===== src/rtl/virtq_notify_sched_pkg.sv =====
// Shared types and helpers for the virtqueue notify scheduler.
// Holds the FSM state encoding, default sizing and the round-robin pick function.
package virtq_sched_pkg;

    localparam int NUM_Q_DEF = 3;
    localparam int QID_W_DEF = 2;

    // Widest request vector the pick helper handles; qids fit in 4 bits.
    localparam int MAX_Q = 16;

    typedef enum logic [1:0] {
        IDLE      = 2'd0,
        ISSUE     = 2'd1,
        WAIT_DONE = 2'd2
    } state_t;

    typedef struct packed {
        logic       found;
        logic [3:0] qid;
    } rr_pick_t;

    // First set request strictly after 'last', wrapping modulo num_q.
    // 'last' itself is the lowest-priority candidate.
    function automatic rr_pick_t rr_pick(input logic [MAX_Q-1:0] req,
                                         input int num_q,
                                         input int last);
        rr_pick_t r;
        int       idx;
        r   = '0;
        idx = 0;
        for (int i = 1; i <= MAX_Q; i++) begin
            if (i <= num_q && !r.found) begin
                idx = (last + i) % num_q;
                if (req[idx[3:0]]) begin
                    r.found = 1'b1;
                    r.qid   = idx[3:0];
                end
            end
        end
        return r;
    endfunction

endpackage


===== src/rtl/virtq_notify_sched_if.sv =====
// Scheduler <-> DMA service engine bundle.
// Handshake: the scheduler raises svc_req_valid with svc_req_qid and holds both
// stable until the cycle svc_req_ready is high; the transfer happens on the
// rising clock edge where valid && ready. svc_done_* is a one-cycle pulse from
// the engine with no back-pressure.
interface virtq_notify_sched_if
    import virtq_sched_pkg::*;
#(
    parameter int QID_W = QID_W_DEF
) ();

    logic             svc_req_valid;
    logic [QID_W-1:0] svc_req_qid;
    logic             svc_req_ready;
    logic             svc_done_valid;
    logic [QID_W-1:0] svc_done_qid;
    logic             svc_done_more;
    logic             svc_done_used;

    // Scheduler side.
    modport master (
        output svc_req_valid,
        output svc_req_qid,
        input  svc_req_ready,
        input  svc_done_valid,
        input  svc_done_qid,
        input  svc_done_more,
        input  svc_done_used
    );

    // DMA engine side.
    modport slave (
        input  svc_req_valid,
        input  svc_req_qid,
        output svc_req_ready,
        output svc_done_valid,
        output svc_done_qid,
        output svc_done_more,
        output svc_done_used
    );

endinterface


===== src/rtl/virtq_rr_arb.sv =====
// Combinational round-robin arbiter: picks the first asserted request after
// the previous grant, wrapping around NUM_Q entries.
module virtq_rr_arb
    import virtq_sched_pkg::*;
#(
    parameter int NUM_Q = NUM_Q_DEF,
    parameter int QID_W = QID_W_DEF
) (
    input  logic [NUM_Q-1:0] req,
    input  logic [QID_W-1:0] last,
    output logic             found,
    output logic [QID_W-1:0] grant
);

    rr_pick_t         pick;
    logic [MAX_Q-1:0] req_ext;

    // Widen the request vector, run the shared pick and narrow the result.
    always_comb begin
        req_ext             = '0;
        req_ext[NUM_Q-1:0]  = req;
        pick                = rr_pick(req_ext, NUM_Q, int'(last));
        found               = pick.found;
        grant               = '0;
        for (int q = 0; q < NUM_Q; q++) begin
            if (pick.qid == 4'(q)) grant = QID_W'(q);
        end
    end

endmodule


===== src/rtl/virtq_notify_sched.sv =====
// Virtqueue notify scheduler: latches doorbells as pending bits, issues one
// service request at a time round-robin to the DMA engine, and coalesces
// used-ring completions into a single level interrupt request.
module virtq_notify_sched
    import virtq_sched_pkg::*;
#(
    parameter int          NUM_Q       = NUM_Q_DEF,
    parameter int          QID_W       = QID_W_DEF,
    parameter int unsigned TIMEOUT_CYC = 65535
) (
    input  logic                 clk,
    input  logic                 rst_n,
    input  logic                 notify_valid,
    input  logic [QID_W-1:0]     notify_qid,
    input  logic [NUM_Q-1:0]     queue_ready,
    virtq_notify_sched_if.master svc,
    output logic                 irq_req,
    input  logic                 irq_ack,
    output logic [NUM_Q-1:0]     pending,
    output logic                 busy,
    output logic                 timeout_err,
    output logic                 qid_err,
    output logic [15:0]          drop_cnt,
    output state_t               dbg_state
);

    // Timer value whose increment would reach TIMEOUT_CYC.
    localparam logic [15:0] TMO_LAST = 16'(TIMEOUT_CYC - 1);

    state_t           state, state_nxt;
    logic [QID_W-1:0] cur_qid, cur_qid_nxt;
    logic [QID_W-1:0] rr_ptr;
    logic [15:0]      timer;
    logic             irq_pend;
    logic [NUM_Q-1:0] pending_nxt;
    logic [NUM_Q-1:0] arb_req;
    logic             arb_found;
    logic [QID_W-1:0] arb_grant;

    logic notify_legal;
    logic req_hs;
    logic done_ok;
    logic done_bad;
    logic tmo_hit;

    assign notify_legal = notify_valid && (int'(notify_qid) < NUM_Q);
    assign req_hs       = (state == ISSUE) && svc.svc_req_ready;
    assign done_ok      = (state == WAIT_DONE) && svc.svc_done_valid &&
                          (svc.svc_done_qid == cur_qid);
    assign done_bad     = svc.svc_done_valid && !done_ok;
    assign tmo_hit      = (state == WAIT_DONE) && !done_ok && (timer == TMO_LAST);
    assign arb_req      = pending & queue_ready;

    virtq_rr_arb #(
        .NUM_Q (NUM_Q),
        .QID_W (QID_W)
    ) u_arb (
        .req   (arb_req),
        .last  (rr_ptr),
        .found (arb_found),
        .grant (arb_grant)
    );

    assign svc.svc_req_valid = (state == ISSUE);
    assign svc.svc_req_qid   = cur_qid;
    assign busy              = (state != IDLE);
    assign irq_req           = irq_pend;
    assign dbg_state         = state;

    // FSM state and the queue currently being served.
    always_ff @(posedge clk or negedge rst_n) begin
        if (!rst_n) begin
            state   <= IDLE;
            cur_qid <= '0;
        end else begin
            state   <= state_nxt;
            cur_qid <= cur_qid_nxt;
        end
    end

    // Next state: pick in IDLE, hold request in ISSUE, wait for done or timeout.
    always_comb begin
        state_nxt   = state;
        cur_qid_nxt = cur_qid;
        unique case (state)
            IDLE: begin
                if (arb_found) begin
                    cur_qid_nxt = arb_grant;
                    state_nxt   = ISSUE;
                end
            end
            ISSUE: begin
                if (req_hs) state_nxt = WAIT_DONE;
            end
            WAIT_DONE: begin
                if (done_ok || tmo_hit) state_nxt = IDLE;
            end
            default: state_nxt = IDLE;
        endcase
    end

    // Pending bits: clear on issue, set on notify/re-arm, disable wins over all.
    always_comb begin
        pending_nxt = pending;
        for (int q = 0; q < NUM_Q; q++) begin
            if (req_hs && cur_qid == QID_W'(q)) pending_nxt[q] = 1'b0;
            if (notify_valid && notify_qid == QID_W'(q)) pending_nxt[q] = 1'b1;
            if (done_ok && svc.svc_done_more && cur_qid == QID_W'(q)) pending_nxt[q] = 1'b1;
            if (!queue_ready[q]) pending_nxt[q] = 1'b0;
        end
    end

    // Pending register.
    always_ff @(posedge clk or negedge rst_n) begin
        if (!rst_n) pending <= '0;
        else        pending <= pending_nxt;
    end

    // Round-robin pointer follows accepted grants; timer restarts per pass.
    always_ff @(posedge clk or negedge rst_n) begin
        if (!rst_n) begin
            rr_ptr <= QID_W'(NUM_Q - 1);
            timer  <= '0;
        end else begin
            if (req_hs) begin
                rr_ptr <= cur_qid;
                timer  <= '0;
            end else if (state == WAIT_DONE) begin
                timer  <= timer + 16'd1;
            end
        end
    end

    // Interrupt coalescing, sticky errors and the saturating drop counter.
    always_ff @(posedge clk or negedge rst_n) begin
        if (!rst_n) begin
            irq_pend    <= 1'b0;
            timeout_err <= 1'b0;
            qid_err     <= 1'b0;
            drop_cnt    <= '0;
        end else begin
            if (done_ok && svc.svc_done_used) irq_pend <= 1'b1;
            else if (irq_ack)                 irq_pend <= 1'b0;
            if (tmo_hit) timeout_err <= 1'b1;
            if (done_bad || (notify_valid && !notify_legal)) qid_err <= 1'b1;
            if (notify_legal && !queue_ready[notify_qid] && drop_cnt != 16'hFFFF)
                drop_cnt <= drop_cnt + 16'd1;
        end
    end

endmodule


===== src/flat_wrapper.sv =====
// flat-port wrapper written by rule: the top's interface ports become plain ports
module virtq_notify_sched_flat import virtq_sched_pkg::*;
#(
    parameter int          NUM_Q       = NUM_Q_DEF,
    parameter int          QID_W       = QID_W_DEF,
    parameter int unsigned TIMEOUT_CYC = 65535
)
  (clk, rst_n, notify_valid, notify_qid, queue_ready, irq_req, irq_ack, pending, busy, timeout_err, qid_err, drop_cnt, dbg_state, svc_svc_req_valid, svc_svc_req_qid, svc_svc_req_ready, svc_svc_done_valid, svc_svc_done_qid, svc_svc_done_more, svc_svc_done_used);
  virtq_notify_sched_if #(.QID_W(QID_W)) svc_i ();
  input  logic clk;
  input  logic rst_n;
  input  logic notify_valid;
  input  logic [QID_W-1:0] notify_qid;
  input  logic [NUM_Q-1:0] queue_ready;
  output logic irq_req;
  input  logic irq_ack;
  output logic [NUM_Q-1:0] pending;
  output logic busy;
  output logic timeout_err;
  output logic qid_err;
  output logic [15:0] drop_cnt;
  output state_t dbg_state;
  output wire logic [$bits(svc_i.svc_req_valid)-1:0] svc_svc_req_valid;
  output wire logic [$bits(svc_i.svc_req_qid)-1:0] svc_svc_req_qid;
  input wire logic [$bits(svc_i.svc_req_ready)-1:0] svc_svc_req_ready;
  input wire logic [$bits(svc_i.svc_done_valid)-1:0] svc_svc_done_valid;
  input wire logic [$bits(svc_i.svc_done_qid)-1:0] svc_svc_done_qid;
  input wire logic [$bits(svc_i.svc_done_more)-1:0] svc_svc_done_more;
  input wire logic [$bits(svc_i.svc_done_used)-1:0] svc_svc_done_used;
  assign svc_svc_req_valid = svc_i.svc_req_valid;
  assign svc_svc_req_qid = svc_i.svc_req_qid;
  assign svc_i.svc_req_ready = svc_svc_req_ready;
  assign svc_i.svc_done_valid = svc_svc_done_valid;
  assign svc_i.svc_done_qid = svc_svc_done_qid;
  assign svc_i.svc_done_more = svc_svc_done_more;
  assign svc_i.svc_done_used = svc_svc_done_used;
  virtq_notify_sched #(.NUM_Q(NUM_Q), .QID_W(QID_W), .TIMEOUT_CYC(TIMEOUT_CYC)) u_core (.clk(clk), .rst_n(rst_n), .notify_valid(notify_valid), .notify_qid(notify_qid), .queue_ready(queue_ready), .svc(svc_i), .irq_req(irq_req), .irq_ack(irq_ack), .pending(pending), .busy(busy), .timeout_err(timeout_err), .qid_err(qid_err), .drop_cnt(drop_cnt), .dbg_state(dbg_state));
endmodule

===== config.mk =====
export PLATFORM = sky130hd
export DESIGN_NAME = virtq_notify_sched_flat
export DESIGN_NICKNAME = d
export VERILOG_FILES = /design/src/rtl/virtq_notify_sched_pkg.sv /design/src/rtl/virtq_notify_sched_if.sv /design/src/rtl/virtq_rr_arb.sv /design/src/rtl/virtq_notify_sched.sv /design/src/flat_wrapper.sv
export SDC_FILE = /design/constraint.sdc
export NUM_CORES = 1
export LEC_CHECK = 0
export CAP_MARGIN = 10
export CORE_UTILIZATION = 53
export DETAILED_ROUTE_END_ITERATION = 8
export MAX_ROUTING_LAYER = met4
export PLACE_DENSITY = 0.76
export SLEW_MARGIN = 5
export SYNTH_ARGS = -nofsm -noshare
export SYNTH_HDL_FRONTEND = slang
export SYNTH_SLANG_ARGS = --single-unit

===== constraint.sdc =====
create_clock -name clk -period 3.25 [get_ports clk]
set_clock_uncertainty 0.1 [all_clocks]
set_input_delay 0.325 -clock clk [delete_from_list [all_inputs] [get_ports clk]]
set_output_delay 0.325 -clock clk [all_outputs]
set_load 0.02 [all_outputs]

# ---- After elaboration in Yosys (flattened, before gate mapping)
# Index checks and enable logic that the tools add are counted.
dict set report classes {
  n_addsub 5
  multipliers 0
  div_mod_pow 3
  n_lt_le_gt_ge 5
  n_eq_ne 17
  shift 0
  mux 35
  n_bitwise 1
  n_reduce_logical 34
}
# cell count
set ops {}
lappend ops {{$mod A32 B3 Y32 const B} 3}
lappend ops {{$add A16 B1 Y16 const B} 2}
lappend ops {{$mux W16} 2}
lappend ops {{$mux W5} 5}
lappend ops {{$logic_and A1 B1 Y1} 21}
lappend ops {{$mux W1} 19}
lappend ops {{$eq A16 B16 Y1 const B} 1}
lappend ops {{$ne A16 B16 Y1 const B} 1}
lappend ops {{$lt A4 B5 Y1 const B} 3}
lappend ops {{$bmux W1 S4} 3}
lappend ops {{$ne A4 B1 Y1 const B} 3}
lappend ops {{$mux W2} 4}
lappend ops {{$add A2 B2 Y3 const B} 2}
lappend ops {{$eq A2 B1 Y1 const B} 3}
lappend ops {{$eq A2 B2 Y1 const B} 3}
lappend ops {{$logic_not A2 Y1} 3}
lappend ops {{$pmux W2 S3} 1}
lappend ops {{$reduce_bool A2 Y1} 3}
lappend ops {{$eq A4 B1 Y1 const B} 1}
lappend ops {{$eq A4 B2 Y1 const B} 1}
lappend ops {{$ne A2 B2 Y1 const B} 2}
lappend ops {{$add A2 B1 Y3 const B} 1}
lappend ops {{$and A3 B3 Y3} 1}
lappend ops {{$logic_not A1 Y1} 3}
lappend ops {{8 further kinds} 9}
dict set report word_totals {
  register_bits 44
  latch_bits 0
  mem_bits_rw 0
  mem_bits_ro 0
  input_bits 15
  elab_cells 111
  n_memories 0
}

# ---- Depth between registers and ports, before layout
# Gate-level depths: netlist of run 1.
dict set report depth {
  ltp_word 12
  mapped_depth 9
  mapped_depth_nobuf 9
}

# ---- By module
# Synthesis of run 1 repeated with hierarchy kept, for this count alone.
dict set report unflattened {
  hier_cells 268
  hier_area_um2 2656.3
}
# mod instances cells_per_inst area_per_inst_um2
set modules_own_cells {}
lappend modules_own_cells {virtq_notify_sched 1 227 2328.5}
lappend modules_own_cells {virtq_rr_arb 1 41 327.8}

# ---- Least setup slack after synthesis of run 1
# No wires, ideal clock.
dict set report synth_timing {
  path_type {register to register}
  startpoint {register u_core.rr_ptr[1]}
  endpoint {register u_core.cur_qid[1], in the netlist u_core.svc.svc_req_qid[1]}
  setup_ps 125
  t_arrival_ps 2053
  required_time_ps 3025
  slack_ps 973
  path_stages_with_launch 9
  cell_sequence {dfstp_2 -> inv_1 -> ha_1 -> nand4bb_1 -> a31oi_1 -> nand2b_1 -> o22ai_1 -> mux2_2 -> mux2_2}
}
dict set report synth_between {
  elab_chain_cells 11
  elab_cells_between_ends 20
  classes_between {add/sub (3); div (3); eq/ne (1); mux (12); reduce/logical (1)}
}
# item line
set synth_rtl {}
lappend synth_rtl {{start: declaration} virtq_notify_sched.sv:32} ;# logic [QID_W-1:0] rr_ptr;
lappend synth_rtl {{start signal: assignment} virtq_notify_sched.sv:122} ;# rr_ptr <= QID_W'(NUM_Q - 1);
lappend synth_rtl {{start signal: assignment} virtq_notify_sched.sv:126} ;# rr_ptr <= cur_qid;
lappend synth_rtl {{$add A2 B1 Y3} virtq_notify_sched_pkg.sv:33} ;# idx = (last + i) % num_q;
lappend synth_rtl {{$mod A32 B3 Y32} virtq_notify_sched_pkg.sv:33}
lappend synth_rtl {{$bmux W1 S4} virtq_notify_sched_pkg.sv:34} ;# if (req[idx[3:0]]) begin
lappend synth_rtl {{$mux W1 (implied by the code)} virtq_notify_sched_pkg.sv:34}
lappend synth_rtl {{$mux W5 (2 in series)} virtq_notify_sched_pkg.sv:34}
lappend synth_rtl {{$mux W5} virtq_notify_sched_pkg.sv:32} ;# if (i <= num_q && !r.found) begin
lappend synth_rtl {{$mux W5} virtq_notify_sched_pkg.sv:34}
lappend synth_rtl {{$mux W5 (*)} virtq_notify_sched_pkg.sv:32}
lappend synth_rtl {{$eq A4 B2 Y1} virtq_rr_arb.sv:26} ;# if (pick.qid == 4'(q)) grant = QID_W'(q);
lappend synth_rtl {{$mux W2} virtq_rr_arb.sv:26}
lappend synth_rtl {{end signal: assignment} virtq_notify_sched.sv:77} ;# cur_qid <= cur_qid_nxt;
lappend synth_rtl {{end: declaration} virtq_notify_sched.sv:31} ;# logic [QID_W-1:0] cur_qid, cur_qid_nxt;
# Mark *: on every way between the ends. The rest lies on a longest branch, timed or not. The select of a mux whose other input is x is not followed.
# A chain may end at the register's enable or synchronous reset.

# ---- Worst setup path after layout of run 1
dict set report layout_timing {
  startpoint {register u_core.rr_ptr[1]}
  endpoint {register u_core.cur_qid[0], in the netlist u_core.svc.svc_req_qid[0]}
}
dict set report layout_between {
  elab_chain_cells 12
  elab_cells_between_ends 22
  classes_between {add/sub (3); div (3); eq/ne (2); mux (13); reduce/logical (1)}
}
# item line
set layout_rtl {}
lappend layout_rtl {{$add A2 B1 Y3} virtq_notify_sched_pkg.sv:33}
lappend layout_rtl {{$mod A32 B3 Y32} virtq_notify_sched_pkg.sv:33}
lappend layout_rtl {{$bmux W1 S4} virtq_notify_sched_pkg.sv:34}
lappend layout_rtl {{$mux W1 (implied by the code)} virtq_notify_sched_pkg.sv:34}
lappend layout_rtl {{$mux W5 (2 in series)} virtq_notify_sched_pkg.sv:34}
lappend layout_rtl {{$mux W5} virtq_notify_sched_pkg.sv:32}
lappend layout_rtl {{$mux W5} virtq_notify_sched_pkg.sv:34}
lappend layout_rtl {{$mux W5 (*)} virtq_notify_sched_pkg.sv:32}
lappend layout_rtl {{$eq A4 B1 Y1} virtq_rr_arb.sv:26}
lappend layout_rtl {{$mux W1} virtq_rr_arb.sv:26}
lappend layout_rtl {{$mux W2} virtq_rr_arb.sv:26}
# Marks and branches as above.

==> results of run 1 <==
[power by group through the flow]
stage | Clock (mW) | Combinational [mW] | Sequential [mW]
2_1_floorplan | 0 | 0.365 | 0.868
3_3_place_gp | 0 | 0.640 | 0.835
3_5_place_dp | 0 | 0.657 | 0.839
4_1_cts | 0.466 | 0.657 | 0.830
5_1_grt | 0.486 | 0.719 | 0.858
6_report | 0.454 | 0.649 | 0.830
[how the worst min path moves through the flow]
stage | endpoint | start | cells after the start | slack [ns]
after floorplan | u_core.dbg_state[0] | rst_n | 0 | -0.07
after global routing | u_core.drop_cnt[0] | rst_n | 1 | 0.16
final | u_core.pending[0] | rst_n | 1 | 0.08
after CTS | u_core.pending[0] | rst_n | 1 | 0.12
after detailed placement | u_core.timeout_err | u_core.timeout_err | 1 | 0.35
after global placement | u_core.timeout_err | u_core.timeout_err | 1 | 0.34
[metal layers]
metal	part of all wire, %	routed length, um
met1	47	2330
met2	46	2320
met3	5.5	273
met4	1.2	60
met5	0	0
[through the flow]
| step | std cells | worst slack (ns) |
|---|---|---|
| finish | 347 | 0.828 |
| global route | 347 | 0.654 |
| CTS | 347 | 0.815 |
| detailed placement | 339 | 0.691 |
| global placement | 339 | 0.798 |
| floorplan | 249 | 0.973 |
[final cells by class]
type,instances,area share [%]
repair buffers,42,13.7
well taps,52,2.15
flip-flops and latches,44,36.5
multi-input cells,188,41.8
clock inverters,1,0.993
inverters,13,1.61
clock buffers,7,3.19
[placed cells by master (no fill, tap or decap), types with 2 or more instances in the layout]
| master | instances |
|---|---|
| nor3_2 | 4 |
| mux2_2 | 7 |
| o211ai_1 | 2 |
| nand3_1 | 14 |
| o31ai_1 | 3 |
| nor3b_1 | 2 |
| nand2b_1 | 4 |
| xor2_1 | 9 |
| xnor2_1 | 9 |
| dfrtp_1 | 43 |
| a21oi_1 | 9 |
| a31oi_1 | 3 |
| o21ai_0 | 21 |
| clkdlybuf4s50_1 | 41 |
| clkbuf_8 | 7 |
| nor2b_1 | 3 |
| nor2_1 | 13 |
| nor3_1 | 3 |
| nand4_1 | 11 |
| ha_1 | 11 |
| inv_1 | 13 |
| and4_1 | 2 |
| o31a_1 | 2 |
| nand2_1 | 28 |
| a21o_1 | 3 |
| mux2i_1 | 3 |
| and2_1 | 4 |
[sequential cells by signal, summed over array words and instances, names as in the netlist]
name and count:
u_core.drop_cnt 16, u_core.timer 16, u_core.pending 3, u_core.dbg_state 2, u_core.rr_ptr 2, u_core.svc.svc_req_qid 2, u_core.irq_req 1, u_core.qid_err 1
u_core.timeout_err 1
[cells by family after synthesis]
family                     Yosys count  synth area share (%)
AOI/OAI and AO/OA                   51                  12.7
xor gates and xnor gates            18                  6.47
adders and majority gates           11                  5.64
buffers and inverters               17                  2.92
DFF                                 44                  45.2
muxes                               10                  4.46
and+or+nand+nor                     98                  22.6
==> reports/qor.csv, run 1 <==
stage,metric,value,unit
clocking,path_clk_slew,0.08,ns
placed_design,placed_area,2900,um2
drt,wl_per_cell,14.4,um
global_route,grt_util_met3,5.81,%
critical_path,critPathKind,reg2reg,
drt,drt-pass1-iter-count,4,
power,power.leakage,1.29,nW
power,p_sw_share,35.3,%
logic_synthesis,synth_common_cells,"43 x dfrtp_1, 28 x nand2_1, 21 x o21ai_0",
critical_path,end_kind,flop,
finish,fillCellCount,363,
logic_synthesis,synth_cell_types,46,
timing,fmax,0.413,GHz
timing,whs,0.0771,ns
finish,utilization,68.9,%
drt,postRouteAntennaNets,0,
timing,finalSetupViolations,0,
critical_path,worst_ep_required_time,3.34,ns
critical_path,reg2reg_to,u_core.svc.svc_req_qid[0],
global_route,use_met2,37.1,%
clocking,postCtsSetupBuffers,0,
timing,slew_viol_final,0,
critical_path,path_delay_family,compound AO/OA/AOI/OAI gates,
critical_path,crit_slowest_cell,dfstp_2,
drt,first_iter_violations,90,
floorplanning,die_w,69.8,um
logic_synthesis,synth_ff_type,dfrtp_1,
run_status,status,completed,
logic_synthesis,ys_warn_count,0,
power,pwr-share-seq,42.9,%
global_route,grt_max_degree,45,
logic_synthesis,ys_seq_elements,44,
global_route,antenna_found_initial,0,
finish,antennaDiodeCount,0,
critical_path,r2r_cells,7,
critical_path,crit_buf_inv,1,
clocking,cts_buffer_depth,2,
global_route,grt_pass1_vias,1909,
power,pwr-share-clk,23.5,%
critical_path,max_stage_delay,0.59,ns
timing,fin_crit_sh,74.5,%
finish,final_nets,320,
timing,finalHoldViolCount,0,
timing,rsz0062_at_grt,no,
critical_path,crit_cells,7,
placed_design,hpwlAfterDp,3610,um
logic_synthesis,syn_area,2440,um2
clocking,clk_root_buffer_cell,clkbuf_8,
critical_path,r2r_setup_slack,0.83,ns
floorplanning,rows,24,
finish,multi_input_area,1260,um2
global_route,grt_most_used_layer,met2,
logic_synthesis,synth_top_cell_by_area,dfrtp_1,
critical_path,cp_max_fo,7,
logic_synthesis,yosys.cell_count.top_type,dfrtp_1,
drt,wl,4980,um
global_route,grt_pass1_wl,8780,um
critical_path,critPathCapture,u_core.svc.svc_req_qid[0],
clocking,ctsHoldBuffers,0,
critical_path,path_cells,inv_1 -> ha_1 -> nor3_1 -> a21oi_1 -> a211o_1 -> a21oi_1 -> mux2_2,
power,powerDensity,639,nW/um2
worst_hold_path,hp-class,in2async,
finish,register_area,1100,um2
logic_synthesis,netlist_instances,249,
floorplanning,die_y,69.8,um
floorplanning,core,4380,um2
clocking,post_cts_resized,0,
placed_design,io_buffers,42,
logic_synthesis,synth_top_area_share,44.1,%
floorplanning,start_util,55.6,%
clocking,clk_latency,0.30,ns
clocking,cts_inserted_buffers,5,
critical_path,cp-start-kind,flop,
drt,drc_errors,0,
global_route,grtUsageMet1,29.8,%
clocking,cts_max_level,2,
global_route,grt_overflow,0,
timing,max_slew.worst_pin.slew,0.976,ns
logic_synthesis,async_flop_share,100,%
clocking,clock-sinks,44,
placed_design,gp_congestion,0.815,
critical_path,cpMostUsedCell,a21oi_1,
timing,slew_headroom,34.9,%
logic_synthesis,synth_seq_area_share,45.2,%
drt,num_vias,1986,
run,drv_cap,0,
logic_synthesis,synth_edf_count,0,
floorplanning,io_pins,43,
power,power,1.93,mW
critical_path,worst_ep_arrival_time,2.51,ns
clocking,cts_tree,built,
drt,viasPerCell,5.72,
power,p_comb_share,33.6,%
finish,stdcell_area,3020,um2
critical_path,rr_startpoint,u_core.rr_ptr[1],
finish,layout-drive-gt1-share,8.47,%
logic_synthesis,synth_area_leaders,"dfrtp_1 44%, ha_1 5.6%, nand2_1 4.3%",
critical_path,crit_start,u_core.rr_ptr[1],
logic_synthesis,syn-num-nets,275,
floorplanning,die_area,4880,um2
power,ir_drop,0.000407,V
logic_synthesis,avgSynthCellArea,9.79,um2
power,internal_power,1.25,mW
finish,syn_to_final_growth,24.0,%
timing,min_period,2.42,ns
timing,tns,0,ns
global_route,track_usage,23.4,%
power,p_switching,682,uW
No activity file was read; power rests on OpenSTA's default activity.
==> inputs of run 2 (changes only) <==
--- a/config.mk
+++ b/config.mk
@@ -6,10 +6,10 @@
 export NUM_CORES = 1
 export LEC_CHECK = 0
 export CAP_MARGIN = 10
-export CORE_UTILIZATION = 53
+export CORE_UTILIZATION = 47
 export DETAILED_ROUTE_END_ITERATION = 8
 export MAX_ROUTING_LAYER = met4
-export PLACE_DENSITY = 0.76
+export PLACE_DENSITY = 0.71
 export SLEW_MARGIN = 5
 export SYNTH_ARGS = -nofsm -noshare
 export SYNTH_HDL_FRONTEND = slang
==> constraint.sdc (replaced) <==
create_clock -name clk -period 2.19 [get_ports clk]
set_clock_uncertainty 0.1 [all_clocks]
set_input_delay 0.219 -clock clk [delete_from_list [all_inputs] [get_ports clk]]
set_output_delay 0.219 -clock clk [all_outputs]
set_load 0.02 [all_outputs]
==> reports/qor.csv, run 2 (synthesized netlist as in run 1, its figures left out) <==
stage,metric,value,unit,change
run_status,status,"complete, but fails checks",,
run_status,violations,setup timing,,
finish,top_regs,"u_core.drop_cnt: 16 flops, u_core.timer: 16 flops, u_core.pending: 3 flops",,
global_route,grt_overflow,0,,unchanged
floorplanning,die_w,74.0,um,+6.0%
critical_path,worst_ep_arrival_time,2.40,ns,-0.11 ns
floorplanning,core,4850,um2,+11%
critical_path,critPathKind,reg2reg,,
finish,layout_commonest_cell,dfrtp_1,,
clocking,cts_max_level,2,,unchanged
placed_design,gp_congestion,0.821,,+0.83%
drt,num_vias,2052,,+3.3%
power,powerDensity,891,nW/um2,+39%
finish,layout-drive-gt1-share,17.0,%,+8.5 points
timing,fin_crit_sh,106,%,+31 points
placed_design,placed_area,3070,um2,+6.1%
power,power.leakage,1.39,nW,+7.3%
drt,viasPerCell,5.33,,-6.9%
drt,drc_errors,0,,unchanged
worst_hold_path,hp-class,in2reg,,
finish,stdcell_area,3250,um2,+7.5%
timing,finalSetupViolations,2,,+2
timing,slew_viol_final,0,,unchanged
timing,min_period,2.32,ns,-0.102 ns
timing,rsz0062_at_grt,yes,,
timing,whs,0.375,ns,+0.298 ns
drt,wl_per_cell,13.7,um,-4.6%
timing,max_slew.worst_pin.slew,0.549,ns,-0.427 ns
placed_design,io_buffers,42,,unchanged
clocking,clk_root_buffer_cell,clkbuf_8,,
timing,fmax,0.431,GHz,+4.4%
power,ir_drop,0.000513,V,+26%
run,drv_cap,0,,unchanged
floorplanning,start_util,50.3,%,-5.3 points
timing,slew_headroom,63.4,%,+28 points
power,power,2.89,mW,+50%
clocking,path_clk_slew,0.08,ns,about the same
drt,drt-pass1-iter-count,6,,+2
placed_design,hpwlAfterDp,3790,um,+5.0%
global_route,track_usage,21.8,%,-1.5 points
global_route,antenna_found_initial,0,,unchanged
critical_path,cp_max_fo,7,,unchanged
floorplanning,die_area,5480,um2,+12%
critical_path,end_kind,flop,,
drt,postRouteAntennaNets,0,,unchanged
critical_path,cp-start-kind,flop,,
clocking,cts_tree,built,,
finish,fillCellCount,410,,+13%
timing,finalHoldViolCount,0,,unchanged
finish,syn_to_final_growth,33.2,%,
placed_design,dp.cells,373,,+10%
global_route,grt_max_degree,45,,unchanged
drt,first_iter_violations,87,,-3.3%
critical_path,worst_ep_required_time,2.27,ns,-1.07 ns
clocking,cts_inserted_buffers,5,,unchanged
finish,antennaDiodeCount,0,,unchanged
clocking,clk_latency,0.30,ns,about the same
finish,final_nets,343,,+7.2%
floorplanning,io_pins,43,,unchanged
floorplanning,rows,25,,+4.2%
global_route,grt_pass1_wl,8740,um,-0.55%
clocking,clock-sinks,44,,unchanged
floorplanning,die_y,74.0,um,+6.0%
global_route,grt_pass1_vias,1862,,-2.5%
drt,wl,5270,um,+5.8%
finish,layout_common_cells,"43 x dfrtp_1, 41 x clkdlybuf4s50_1, 28 x nand2_1",,
finish,finalNonFillerCells,385,,+11%
timing,tns,-0.143,ns,-0.143 ns
timing,fin_ws,-0.130,ns,-0.958 ns
clocking,cts_buffer_depth,2,,unchanged
run 2: changes by cell type in the layout (fill, tap and decap cells not counted), moves of 2 or more:
cell      previous run  this run
ha_1                11         8
buf_4                0        22
ha_2                 0         2
clkbuf_1             0         2
run 2: stage by stage:
| stage | util (%) | worst slack [ns] |
|---|---|---|
| 3_5_place_dp | 63.4 | -0.123 |
| 5_1_grt | 67.0 | -0.188 |
| 2_1_floorplan | - | 0.00892 |
| 6_report | 67.0 | -0.130 |
| 4_1_cts | 66.5 | -0.0959 |
| 3_3_place_gp | 63.4 | -0.0390 |
run 2: what timing repair did:
item / in CTS / in global routing
buffers inserted: 3 / 0
endpoints found under the hold margin: 43 / 0
gates resized for setup: 8 / 2
gates cloned: 0 / 0
pin swaps: 4 / 1
hold buffers: 1 / 0
endpoints found under the setup margin: 2 / 3
run 2: where the power goes:
group          total (mW)  switching (mW)  internal (mW)
Combinational        1.16           0.573          0.582
Sequential           1.23           0.233          0.993
Clock               0.513           0.256          0.257
run 2: layout make-up:
cell class	count	area (um2)	area share, %
clock buffers	8	90.1	2.77
inverters	13	48.8	1.50
multi-input cells	188	1330	41.0
flip-flops and latches	44	1100	33.9
well taps	67	83.8	2.58
repair buffers	65	591	18.2
run 2: final timing paths:
check	start	endpoint	depth (start not counted)	slack (ns)
worst max-delay path	u_core.rr_ptr[1]	u_core.svc.svc_req_qid[1]	8	-0.13
worst max register to register	u_core.rr_ptr[1]	u_core.svc.svc_req_qid[1]	8	-0.13
worst min-delay path	svc_svc_done_used	u_core.irq_req	3	0.38
min in group asynchronous	rst_n	u_core.pending[2]	3	0.42
max in group asynchronous	rst_n	u_core.rr_ptr[1]	3	1.18
worst min register to register	u_core.timer[9]	u_core.timer[9]	1	0.38
run 2: worst max-delay path, cell delays in order, from the launching register on:
cell and delay [ns]:
dfstp_2 0.59, inv_2 0.07, ha_4 0.31, nand4_1 0.19, a31oi_4 0.21, nand2b_4 0.16, o22ai_1 0.06, mux2_2 0.26
mux2_2 0.26
run 2: layer usage:
metal	track usage, %	wire (um)
met1	28.6	2510
met2	33.5	2450
met3	5.01	247
met4	7.05	66
met5	-	0
==> edit 1, RTL diff (config.mk and constraints of run 1) <==
Register the input `irq_ack` before use. The logic sees it one clock later. The other inputs are not delayed to match.
--- a/src/rtl/virtq_notify_sched.sv
+++ b/src/rtl/virtq_notify_sched.sv
@@ -26,6 +26,12 @@
 
     // Timer value whose increment would reach TIMEOUT_CYC.
     localparam logic [15:0] TMO_LAST = 16'(TIMEOUT_CYC - 1);
+
+    logic irq_ack_q;
+
+    always_ff @(posedge clk) begin
+        irq_ack_q <= irq_ack;
+    end
 
     state_t           state, state_nxt;
     logic [QID_W-1:0] cur_qid, cur_qid_nxt;
@@ -140,7 +146,7 @@
             drop_cnt    <= '0;
         end else begin
             if (done_ok && svc.svc_done_used) irq_pend <= 1'b1;
-            else if (irq_ack)                 irq_pend <= 1'b0;
+            else if (irq_ack_q)                 irq_pend <= 1'b0;
             if (tmo_hit) timeout_err <= 1'b1;
             if (done_bad || (notify_valid && !notify_legal)) qid_err <= 1'b1;
             if (notify_legal && !queue_ready[notify_qid] && drop_cnt != 16'hFFFF)
Function: changed (a bounded check fails within 10 cycles, from zero or initial values and one cycle with rst_n low).
==> edit 1 against run 1 <==
- power increased by 9.2%
- die area increased by 6.7%
- routed wire length rose by 6.3%
- synthesized cell count increased by 3.6%
- via count is 6.6% higher
- sequential cell count is 1 higher
- utilization is 2.2 points lower
- non-clock buffer count grew 1
- area after synthesis is 6.9% higher
- highest routed layer unchanged
- sequential share of layout area fell by 0.88 points
- setup slack got worse by 0.024 ns
- final area up 4.3%
- global-route usage decreased by 0.76 points
- largest cell class unchanged
==> edit 1: results (changes against run 1) <==
[cells_and_area]
fin_nets = 326  ; was 320
diodes = 0  ; unchanged
layout-drive-gt1-share_pct = 9.302  ; was 8.475%

[logic_synthesis]
synthXorXnorAreaFrac_pct = 5.377  ; was 6.465%
ys_top_cells_by_area = dfrtp_1, ha_1, nand3_1  ; was dfrtp_1, ha_1, nand2_1
syn_nets = 284  ; was 275
async_flop_share_pct = 97.78  ; was 100.0%
ys_types = 58  ; was 46
synth.area.mux_share_pct = 5.569  ; was 4.464%
synth_compound_area_share_pct = 13.39  ; was 12.67%
yosysTopAreaCellShare_pct = 41.29  ; was 44.13%
ys_seq_area_share_pct = 43.06  ; was 45.20%
synth_commonest_cells = dfrtp_1, nand2_1, nand3_1  ; was dfrtp_1, nand2_1, o21ai_0
syn-instance-count = 258  ; was 249
synth-adder-area-share_pct = 5.281  ; was 5.644%

[global_route]
grt_usage_pct = 22.59  ; was 23.35%
grt_pass1_vias = 1889  ; was 1909
grt_pass1_wl_mm = 8.894  ; was 8.783 mm
antenna_found_initial = 0  ; unchanged

[cts]
h-tree-depth = 2  ; unchanged

[drt]
via_per_inst = 5.753  ; was 5.723
drt-initial-drc-count = 131  ; was 90
vias = 2117  ; was 1986
routedWlPerCell_um = 14.40  ; was 14.36 µm

[outcome]
status = completed  ; unchanged

[power_and_ir_drop]
ir_drop_mv = 0.4749  ; was 0.4066 mV
leakagePower_nw = 1.357  ; was 1.293 nW

[sta]
slew_headroom_pct = 36.67  ; was 34.93%

[placed_design]
place_inst = 360  ; was 339
dp_slack_ns = 0.8296  ; was 0.6909 ns
dp_hpwl_mm = 3.769  ; was 3.614 mm
place_area_um2 = 3068  ; was 2897 µm²
gp_congestion = 0.9082  ; was 0.8145
io_buffers = 42  ; unchanged

[critical_path]
worst-path-max-fanout = 10  ; was 7
slowest_stage = dfstp_2  ; unchanged
critical_path.top_delay_family = simple AND/OR/NAND/NOR gates  ; was compound AO/OA/AOI/OAI gates
critical_path_arrival_ns = 2.54  ; was 2.51 ns

[edit 1: cell count changes after synthesis, sizes merged, moves of 2 or more]
cell           run 1  this run
xnor2              9         7
nand4             11         9
buf                1         5
nand2b             4         6
and3               1         8
nand2             28        23
a31oi              3         7
o211ai             2         5
o21bai             0         2
a21oi              9         6
inv               13         8
o21ai             22        15
nand3             15        19
mux2i              3         7
[edit 1: worst paths after layout]
kind | end | start | slack, ns
max reg2reg | u_core.svc.svc_req_qid[0]$_DFFE_PN0P_ | u_core.rr_ptr[1]$_DFFE_PN1P_ | 0.80
min reg2reg | u_core.irq_req$_DFFE_PN0P_ | u_core.irq_ack_q$_DFF_P_ | 0.35
max | u_core.svc.svc_req_qid[0]$_DFFE_PN0P_ | u_core.rr_ptr[1]$_DFFE_PN1P_ | 0.80
min in group clk | u_core.irq_req$_DFFE_PN0P_ | u_core.irq_ack_q$_DFF_P_ | 0.35
min | u_core.drop_cnt[13]$_DFFE_PN0P_ | rst_n | 0.07
max in group asynchronous | u_core.timer[3]$_DFFE_PN0P_ | rst_n | 2.39
[edit 1: area by class of cell]
class | count | area (µm²)
clock buffers | 5 | 68.82
clock inverters | 3 | 17.52
fillers | 389 | 1569
inverters | 8 | 30.03
multi-input cells | 197 | 1409
flip-flops and latches | 45 | 1122
well taps | 67 | 83.83
repair buffers | 43 | 422.9
[edit 1: layer usage]
metal,vias to the layer above,GRT usage (%),part of all wire [%]
met3,8,4.444,4.2
li1,1030,-,-
met4,0,6.972,1.4
met1,1031,31.55,49
met5,-,-,0
met2,48,33.33,45
[edit 1: power by group]
group	switching (W)	leakage [nW]	total [W]	internal, W
Clock	0.000191	0.0439	0.000339	0.000149
Sequential	0.000149	0.584	0.000813	0.000665
Combinational	0.000516	0.729	0.000957	0.000441
==> edit 2, RTL diff (settings of run 1) <==
Without the edit above. `TIMEOUT_CYC` is set to 65535 in 2 places; all go to 32768.
--- a/src/rtl/virtq_notify_sched.sv
+++ b/src/rtl/virtq_notify_sched.sv
@@ -6,7 +6,7 @@
 #(
     parameter int          NUM_Q       = NUM_Q_DEF,
     parameter int          QID_W       = QID_W_DEF,
-    parameter int unsigned TIMEOUT_CYC = 65535
+    parameter int unsigned TIMEOUT_CYC = 32768
 ) (
     input  logic                 clk,
     input  logic                 rst_n,
--- a/src/flat_wrapper.sv
+++ b/src/flat_wrapper.sv
@@ -3,7 +3,7 @@
 #(
     parameter int          NUM_Q       = NUM_Q_DEF,
     parameter int          QID_W       = QID_W_DEF,
-    parameter int unsigned TIMEOUT_CYC = 65535
+    parameter int unsigned TIMEOUT_CYC = 32768
 )
   (clk, rst_n, notify_valid, notify_qid, queue_ready, irq_req, irq_ack, pending, busy, timeout_err, qid_err, drop_cnt, dbg_state, svc_svc_req_valid, svc_svc_req_qid, svc_svc_req_ready, svc_svc_done_valid, svc_svc_done_qid, svc_svc_done_more, svc_svc_done_used);
   virtq_notify_sched_if #(.QID_W(QID_W)) svc_i ();
Behaviour: no difference found for any inputs over 10 cycles, from zero or initial values and one cycle with rst_n low; that may be too few to reach the edited logic, so the function may still have changed.
==> edit 2 against run 1 <==
- routed wire length up 4.0%
- sequential cell count unchanged
- die area is 4.8% higher
- global-route usage fell by 0.13 points
- combinational power rose by 36%
- final area increased by 2.2%
- area after synthesis rose by 4.9%
- power grew 4.0%
- setup slack lost 0.083 ns
- largest power group is now combinational logic
- highest routed layer unchanged
==> edit 2: results (changes against run 1) <==
[placed_design]
place_inst = 345  ; was 339
gp_congestion = 0.8675  ; was 0.8145
dp_hpwl_mm = 3.744  ; was 3.614 mm

[global_route]
use_met3_pct = 3.657  ; was 5.814%
grt_usage_pct = 23.22  ; was 23.35%
gr-usage-met1_pct = 30.67  ; was 29.77%
grt_pass1_wl_mm = 8.921  ; was 8.783 mm
use_met2_pct = 35.87  ; was 37.07%
antenna_found_initial = 0  ; unchanged

[critical_path]
r2r-end = u_core.svc.svc_req_qid[1]$_DFFE_PN0P_  ; was u_core.svc.svc_req_qid[0]$_DFFE_PN0P_
r2r-start = u_core.rr_ptr[1]$_DFFE_PN1P_  ; unchanged
r2r_slack_ns = 0.74  ; was 0.83 ns
critical_path_arrival_ns = 2.59  ; was 2.51 ns
critical_path.top_delay_family = flip-flops  ; was compound AO/OA/AOI/OAI gates
critPathMaxStageDelay_ns = 0.59  ; about the same

[drt]
vias = 2046  ; was 1986
wl_met2_mm = 2.367  ; was 2.316 mm
wl_met1_mm = 2.485  ; was 2.332 mm
first_pass_iters = 5  ; was 4
routed-wl-met3_um = 244  ; was 273 µm
drt-initial-drc-count = 147  ; was 90
routedWlPerCell_um = 14.72  ; was 14.36 µm

[logic_synthesis]
yosys_warnings = 0  ; unchanged
ys_seq_area_share_pct = 43.08  ; was 45.20%
syn-instance-count = 255  ; was 249
ys_types = 52  ; was 46
synth_commonest_cells = dfrtp_1, nand2_1, nand3_1, xor2_1, o21ai_0  ; was dfrtp_1, nand2_1, o21ai_0
syn_nets = 280  ; was 275
ys_top_cells_by_area = dfrtp_1, xor2_1, ha_1  ; was dfrtp_1, ha_1, nand2_1

[sta]
slew_headroom_pct = 35.11  ; was 34.93%

[cts]
numCtsBuffers = 5  ; unchanged

[outcome]
status = completed  ; unchanged

[cells_and_area]
final_cells = 352  ; was 347
fin_nets = 325  ; was 320
layout-drive-gt1-share_pct = 12.33  ; was 8.475%

[power_and_ir_drop]
ir_drop_mv = 0.3302  ; was 0.4066 mV
leakagePower_nw = 1.322  ; was 1.293 nW

## edit 2: cell count changes after synthesis, moves of 6 or more
cell             run 1  this run
nor4_2               1        10
a21oi_1              9         1
o21ai_0             21        13
o211ai_1             2         9
xnor2_1              9         2
xor2_1               9        15
## edit 2: worst max-delay path by stage
stage / start / to / slack [ns] / cells after the start
6_report: u_core.rr_ptr[1]$_DFFE_PN1P_ / u_core.svc.svc_req_qid[1]$_DFFE_PN0P_ / 0.74 / 7
2_1_floorplan: u_core.rr_ptr[1]$_DFFE_PN1P_ / u_core.svc.svc_req_qid[1]$_DFFE_PN0P_ / 0.90 / 7
4_1_cts: u_core.rr_ptr[1]$_DFFE_PN1P_ / u_core.svc.svc_req_qid[1]$_DFFE_PN0P_ / 0.76 / 7
3_3_place_gp: u_core.rr_ptr[1]$_DFFE_PN1P_ / u_core.svc.svc_req_qid[1]$_DFFE_PN0P_ / 0.84 / 7
5_1_grt: u_core.rr_ptr[0]$_DFFE_PN0P_ / u_core.svc.svc_req_qid[0]$_DFFE_PN0P_ / 0.57 / 9
3_5_place_dp: u_core.rr_ptr[1]$_DFFE_PN1P_ / u_core.svc.svc_req_qid[1]$_DFFE_PN0P_ / 0.77 / 7
## edit 2: worst reg2reg max path: stages, from the launching register on
cell and delay, ns:
dfstp_2 0.59, inv_1 0.09, ha_1 0.37, nand4bb_1 0.23, a31o_1 0.26, a41o_1 0.24
mux2_2 0.26, mux2_2 0.26
## edit 2: cell families after synthesis
kind of cell	after synthesis	share of synthesized area (%)
mux	10	4.548
buf+inv	19	3.667
xor+xnor	17	5.819
fa+ha+maj	10	4.890
simple gates	108	25.48
compound gates	47	12.52
flops	44	43.08
## edit 2: through the flow
step / setup WS [ns] / total power [W] / hold slack, ns / cell area [µm²]
detailed placement: 0.7724 / 0.001698 / 0.3671 / 3013
floorplan: 0.8959 / 0.001375 / -0.07059 / 2559
global route: 0.5725 / 0.002147 / 0.1599 / 3090
CTS: 0.7581 / 0.002028 / 0.1071 / 3090
global placement: 0.8379 / 0.001674 / 0.3595 / 3013
finish: 0.7448 / 0.002009 / 0.07358 / 3090
## edit 2: cell type report
cell class / count / area, µm²
fillers: 371 / 1414
multi-input cells: 192 / 1363
well taps: 52 / 65.06
repair buffers: 45 / 437.9
inverters: 12 / 45.04
clock inverters: 1 / 5.005
clock buffers: 6 / 72.57
flip-flops and latches: 44 / 1102
## edit 2: report_power, final
part	switching, W	leakage, nW	internal [W]	total, W
registers	0.000139	0.578	0.000663	0.000803
logic	0.000465	0.703	0.000418	0.000884
clock network	0.000176	0.0410	0.000146	0.000323
total	0.000781	1.32	0.00123	0.00201
